`config.mk`:
```
export PLATFORM = sky130hd
export DESIGN_NAME = instruction_decoder
export DESIGN_NICKNAME = d
export VERILOG_FILES = /design/src/rtl/instruction_decoder_pkg.sv /design/src/rtl/sign_extend.sv /design/src/rtl/instruction_decoder.sv
export SDC_FILE = /design/constraint.sdc
export NUM_CORES = 1
export LEC_CHECK = 0
export CORE_MARGIN = 4
export CORE_UTILIZATION = 32
export DETAILED_ROUTE_END_ITERATION = 16
export PLACE_DENSITY = 0.74
export REMOVE_ABC_BUFFERS = 1
export SLEW_MARGIN = 25
export SYNTH_ARGS = -nofsm -noshare
export SYNTH_HDL_FRONTEND = slang
export SYNTH_HIERARCHICAL = 1
export SYNTH_SLANG_ARGS = --single-unit
```
`constraint.sdc`:
```
create_clock -name clk -period 1.1 [get_ports clk]
set_input_delay 0.165 -clock clk [delete_from_list [all_inputs] [get_ports clk]]
set_output_delay 0.165 -clock clk [all_outputs]
set_load 0.01 [all_outputs]
```
`src/rtl/instruction_decoder_pkg.sv`:
```
// rtl/instruction_decoder_pkg.sv - shared constants for the Simple RISC Machine instruction decoder
package instruction_decoder_pkg;

  localparam logic [2:0] OPC_MOV = 3'b110;
  localparam logic [2:0] OPC_ALU = 3'b101;

  localparam logic [1:0] ADD = 2'b00;
  localparam logic [1:0] CMP = 2'b01;
  localparam logic [1:0] AND = 2'b10;
  localparam logic [1:0] MVN = 2'b11;

  localparam logic [2:0] NSEL_RN = 3'b100;
  localparam logic [2:0] NSEL_RD = 3'b010;
  localparam logic [2:0] NSEL_RM = 3'b001;

  localparam int INSTR_W     = 16;
  localparam int OPCODE_MSB  = 15;
  localparam int OPCODE_LSB  = 13;
  localparam int OP_MSB      = 12;
  localparam int OP_LSB      = 11;
  localparam int RN_MSB      = 10;
  localparam int RN_LSB      = 8;
  localparam int RD_MSB      = 7;
  localparam int RD_LSB      = 5;
  localparam int SHIFT_MSB   = 4;
  localparam int SHIFT_LSB   = 3;
  localparam int RM_MSB      = 2;
  localparam int RM_LSB      = 0;
  localparam int IMM5_W      = 5;
  localparam int IMM8_W      = 8;

  // True for the encodings the machine actually executes.
  function automatic logic is_legal(input logic [2:0] opc, input logic [1:0] op);
    is_legal = ((opc == OPC_MOV) && ((op == 2'b10) || (op == 2'b00))) ||
               (opc == OPC_ALU);
  endfunction

endpackage

```
`src/rtl/sign_extend.sv`:
```
// rtl/sign_extend.sv - replicates the MSB of an IN_W-bit field up to OUT_W bits
module sign_extend #(
  parameter int IN_W  = 5,
  parameter int OUT_W = 16
) (
  input  logic [IN_W-1:0]  in,
  output logic [OUT_W-1:0] out
);

  generate
    if (OUT_W > IN_W) begin : g_ext
      assign out = {{(OUT_W-IN_W){in[IN_W-1]}}, in};
    end else begin : g_pass
      assign out = in[OUT_W-1:0];
    end
  endgenerate

endmodule

```
`src/rtl/instruction_decoder.sv`:
```
// rtl/instruction_decoder.sv - instruction register and field decoder; INSTR_DECODE_ILLEGAL_EN adds the illegal output
module instruction_decoder
  import instruction_decoder_pkg::*;
#(
  parameter int DATA_W = 16
) (
  input  logic              clk,
  input  logic              reset,
  input  logic              load,
  input  logic [15:0]       in,
  input  logic [2:0]        nsel,
  output logic [2:0]        opcode,
  output logic [1:0]        op,
  output logic [1:0]        ALUop,
  output logic [DATA_W-1:0] sximm5,
  output logic [DATA_W-1:0] sximm8,
  output logic [1:0]        shift,
  output logic [2:0]        readnum,
`ifdef INSTR_DECODE_ILLEGAL_EN
  output logic [2:0]        writenum,
  output logic              illegal
`else
  output logic [2:0]        writenum
`endif
);

  logic [INSTR_W-1:0] instr_q;
  logic [INSTR_W-1:0] instr_d;
  logic [2:0]         regnum;

  always_comb begin
    instr_d = instr_q;
    if (load) begin
      instr_d = in;
    end
  end

  always_ff @(posedge clk or posedge reset) begin
    if (reset) begin
      instr_q <= '0;
    end else begin
      instr_q <= instr_d;
    end
  end

  assign opcode = instr_q[OPCODE_MSB:OPCODE_LSB];
  assign op     = instr_q[OP_MSB:OP_LSB];
  assign ALUop  = instr_q[OP_MSB:OP_LSB];
  assign shift  = instr_q[SHIFT_MSB:SHIFT_LSB];

  sign_extend #(.IN_W(IMM5_W), .OUT_W(DATA_W)) u_sx5 (
    .in  (instr_q[IMM5_W-1:0]),
    .out (sximm5)
  );

  sign_extend #(.IN_W(IMM8_W), .OUT_W(DATA_W)) u_sx8 (
    .in  (instr_q[IMM8_W-1:0]),
    .out (sximm8)
  );

  // Non-one-hot selects fall back to R0 rather than OR-ing fields together.
  always_comb begin
    regnum = 3'b000;
    case (nsel)
      NSEL_RN: regnum = instr_q[RN_MSB:RN_LSB];
      NSEL_RD: regnum = instr_q[RD_MSB:RD_LSB];
      NSEL_RM: regnum = instr_q[RM_MSB:RM_LSB];
      default: regnum = 3'b000;
    endcase
  end

  assign readnum  = regnum;
  assign writenum = regnum;

`ifdef INSTR_DECODE_ILLEGAL_EN
  assign illegal = ~is_legal(opcode, op);
`endif

endmodule

```
# ---- Yosys cells after proc, flatten, opt, wreduce, memory -nomap -nowiden
# Cells that the tools add are included.
dict set report word_totals {
  word_cells 5
  output_inout_bits 47
  in_bits 22
  regBits 16
}
dict set report classes {
  n_eq_ne 3
  muxes 1
}
# op n
set op_table {}
lappend op_table {{$pmux 3 s3} 1}
lappend op_table {{$eq 3x1->1 const B} 1}
lappend op_table {{$eq 3x2->1 const B} 1}
lappend op_table {{$eq 3x3->1 const B} 1}

# ---- Longest topological paths before layout
dict set report logic_depth {
  word_depth 2
  ltp_mapped 3
  ltp_nobuf 2
}

# ---- Cells and area by module
# The synthesis kept the hierarchy.
# mod cells_per_inst seq_area_each_um2 area_per_inst_um2 n_inst
set by_module_without_submodules {}
lappend by_module_without_submodules {instruction_decoder 57 400.4 800.8 1}
lappend by_module_without_submodules {sign_extend 16 0.0 120.1 2}

# ---- Worst setup path before layout
# No wires, ideal clock.
dict set report synth_path {
  path_type {register to output}
  from {register instr_q[2]}
  to {output writenum[2]}
  required_time_ns 0.935
  stages_incl_launch_ff 4
  arrival_time_ns 1.021
  setup_slack_ns -0.086
  n_path_buf 1
  cell_sequence {dfrtp_1 > and4bb_2 > a211o_1 > buf_4}
}
dict set report synth_via {
  elab_chain_cells 1
}
# item line
set synth_lines {}
lappend synth_lines {{start, declared} instruction_decoder.sv:27} ;# logic [INSTR_W-1:0] instr_q;
lappend synth_lines {{start signal, assigned} instruction_decoder.sv:42} ;# instr_q <= instr_d;
lappend synth_lines {{$pmux 3 s3} instruction_decoder.sv:64} ;# case (nsel)
lappend synth_lines {{end, declared} instruction_decoder.sv:23} ;# output logic [2:0] writenum
# Every way passes these cells.

# ---- Worst setup path in the final report
dict set report layout_path {
  from {input nsel[1]}
  to {output writenum[0]}
}
dict set report layout_via {
  elab_chain_cells 2
  elab_cells_between_ends 4
  classes_between {eq/ne: 3; mux: 1}
}
# item line
set layout_lines {}
lappend layout_lines {{start, declared} instruction_decoder.sv:11} ;# input logic [2:0] nsel,
lappend layout_lines {{$eq 3x1->1 (tied with other cells)} instruction_decoder.sv:64}
lappend layout_lines {{$pmux 3 s3 (*)} instruction_decoder.sv:64}
# Mark *: on every way between the ends. The rest lies on a longest branch, timed or not.

==> flow_metrics.py <==
metrics = {
    "layout": {
        "largest-register": "instr_q",
        "final_layout_size_suffix_gt1_frac": 0.701,
        "insertedDiodeCount": 0,
        "final_net_count": 160,
        "finish.instance_area_um2": 1700,
        "synthToLayoutAreaGrowth_pct": 63.5,
        "reg.largest.list": "instr_q (16)",
        "seq_area_um2": 402,
        "fill_cells": 261,
        "multi_input_area_um2": 319,
        "largest_register_ffs": 16,
    },
    "logic_synthesis": {
        "yosys.cell_count.top_type": "buf_4",
        "synth.largest_area_cell": "dfrtp_1",
        "yosysSeqAreaShare": 0.385,
        "synth_ff_type": "dfrtp_1",
        "synth-edff-count": 0,
        "synthTopCellsByCount": "buf_4, dfrtp_1, mux2_2, a211o_1, and4bb_2",
        "synthTopCellsByArea": "dfrtp_1, buf_4, mux2_2, and4bb_2, a211o_1",
        "syn_inst": 89,
        "synth_top_cell_area_share": 0.385,
        "yosys_register_bits": 16,
        "synth.avg_cell_area_um2": 11.7,
        "yosys_warnings": 6,
        "netlist_area_um2": 1040,
        "synth_async_sr_flop_share": 1.00,
        "synth.distinct_cells": 10,
    },
    "placed_design": {
        "port_buffers": 68,
        "placement.cell_area_um2": 1520,
        "detailed_place_hpwl_um": 1880,
        "gp_congestion": 0.677,
        "place_ws_ns": -0.891,
    },
    "global_routing": {
        "met2_use_gr": 0.231,
        "grt_max_degree": 17,
        "grt.busiest_layer": "met2",
        "total_global_routing_overflow": 0,
        "globalRouteTotalUtil": 0.136,
        "grt_pass1_vias": 869,
        "globalRouteMet1Util": 0.144,
        "grt_first_pass_wirelength_um": 4350,
        "met3_global_route_usage": 0.0711,
        "number_of_antenna_violations_at_the_first_check_in_global_routing": 0,
    },
    "outcome": {
        "violations_in_the_final_reports": "setup timing",
        "run_status": "finished, violations left",
    },
    "sta": {
        "grt_setup_unrepaired": "true",
        "tns_ns": -5.02,
        "slew-limit-headroom": 0.772,
        "fin_worst_skew_ns": 0,
        "finalHoldViolations": 0,
        "final.setup.worst_slack_ns": -0.391,
        "maxSlewViolCount": 0,
        "maxClockFrequency_ghz": 0.671,
        "worst_slew_pin_slew_ns": 0.343,
        "setup_viol_count_final": 33,
        "min_period_ns": 1.49,
        "final.period_utilization": 1.36,
    },
    "detailed_routing": {
        "vias_per_cell": 4.22,
        "wl_um": 2740,
        "drcViolationCount": 0,
        "antenna_left": 0,
        "routed_wire_length_per_instance_um": 15.2,
        "num_vias": 764,
        "drt-initial-drc-count": 15,
        "firstDrtPassIters": 2,
    },
    "worst_setup_path": {
        "worst_setup_path_end_kind": "output port",
        "crit_fanout": 7,
        "setup.worst_path.start_class": "input port",
        "timing.critical_path.slowest_stage_cell": "dlygate4sd2_1",
        "criticalPathCategory": "input port to output port",
        "maximum_cell_stage_delay_along_the_critical_path_ns": 0.34,
        "critical_path_arrival_ns": 1.33,
        "cp_cell_sequence": "dlygate4sd2_1 > nor3b_2 > buf_4 > a211o_1 > buf_2",
        "critPathRequiredTime_ns": 0.94,
    },
    "die": {
        "chipHeight_um": 65.0,
        "area_of_the_core_um2": 3080,
        "chipWidth_um": 65.0,
        "placementRows": 20,
        "die_area_um2": 4230,
        "start_util": 0.338,
        "num_io_pins": 69,
    },
    "pwr": {
        "p_per_area_nw_per_um2": 1120,
        "total_power_of_the_final_layout_uw": 1910,
        "vdd.ir_drop.worst_uv": 615,
        "leakagePower_uw": 0.000828,
    },
    "cts": {
        "worstSkewPairLatency_ns": 0.28,
        "cts.clk_slew.worst_paths_ns": 0.10,
        "cts.sinks": 16,
        "tritoncts.num_buffers": 3,
        "cts.path.max_buffers": 2,
        "ctsRootBufferMaster": "clkbuf_4",
        "cts_hold_bufs": 0,
        "cts_tree": "built",
        "cts.htree.levels": 1,
    },
    "min_path": {
        "holdCritPathClass": "input port to asynchronous set/reset pin",
    },
    "job": {
        "cap_viol_max_count": 0,
    },
}
-- power by group --
part	internal [µW]	total, µW	switching, µW	leakage, µW
clock network	201	395	194	0.0000210
logic	520	823	303	0.000621
registers	648	691	43.0	0.000186
-- stage by stage --
step | instances | util | hold WS, ns
3_5_place_dp | 166 | 0.493 | 0.490
6_report | 181 | 0.553 | 0.192
4_1_cts | 179 | 0.526 | 0.161
3_3_place_gp | 166 | 0.493 | 0.488
5_1_grt | 181 | 0.553 | 0.216
2_1_floorplan | 43 | - | 0.0787
-- logic make-up after synthesis --
logic type / share of synthesized area
mux: 0.173
compound gates: 0.0252
flops: 0.385
buf+inv: 0.343
simple gates: 0.0745
-- path summary, 6_finish.rpt --
check | end | start | cells past startpoint | slack, ns
max in group asynchronous | instr_q[4] | reset | 3 | 0.71
hold reg to reg | instr_q[9] | instr_q[9] | 1 | 0.52
min in group clk | instr_q[15] | in[15] | 2 | 0.49
setup / recovery | writenum[0] | nsel[1] | 5 | -0.39
hold / removal | instr_q[12] | reset | 3 | 0.19
setup reg to reg | instr_q[1] | instr_q[1] | 4 | 0.01
-- worst max-delay path, delay by kind of cell --
family / cells / cell delay (ns)
AO/OA/AOI/OAI: 1 / 0.31
buffers and inverters: 3 / 0.64
AND/OR/NAND/NOR: 1 / 0.20
-- metal layers --
layer	wire length [µm]	part of all wire	vias up
li1	-	-	353
met1	922	0.34	354
met2	1410	0.51	57
met3	415	0.15	0
met4	0	0	0
met5	0	0	-
-- final cells by class --
type | count | share of cell area
Sequential cell | 16 | 0.236
Inverter | 1 | 0.00221
Clock buffer | 4 | 0.0213
Multi-Input combinational cell | 26 | 0.188
Tap cell | 44 | 0.0324
Timing Repair Buffer | 90 | 0.521
-- placed cells by master, fill, tap and decap left out, types with 2 or more instances in the layout --
cell type        instances
a211o_1                  3
and4bb_2                 3
buf_2                   12
buf_4                    6
buf_6                   47
clkbuf_2                 2
clkbuf_4                 3
clkdlybuf4s50_1         18
dfrtp_1                 15
dlygate4sd2_1            3
mux2_2                  16
nor4bb_4                 2
-- timing repair --
item | 4_1_cts | 5_1_grt
pin swaps | 0 | 1
buffers inserted | 10 | 5
endpoints found under the setup margin | 47 | 41
gates resized for setup | 228 | 24
gates cloned | 0 | 1
No activity file was read; power rests on OpenSTA's default activity.
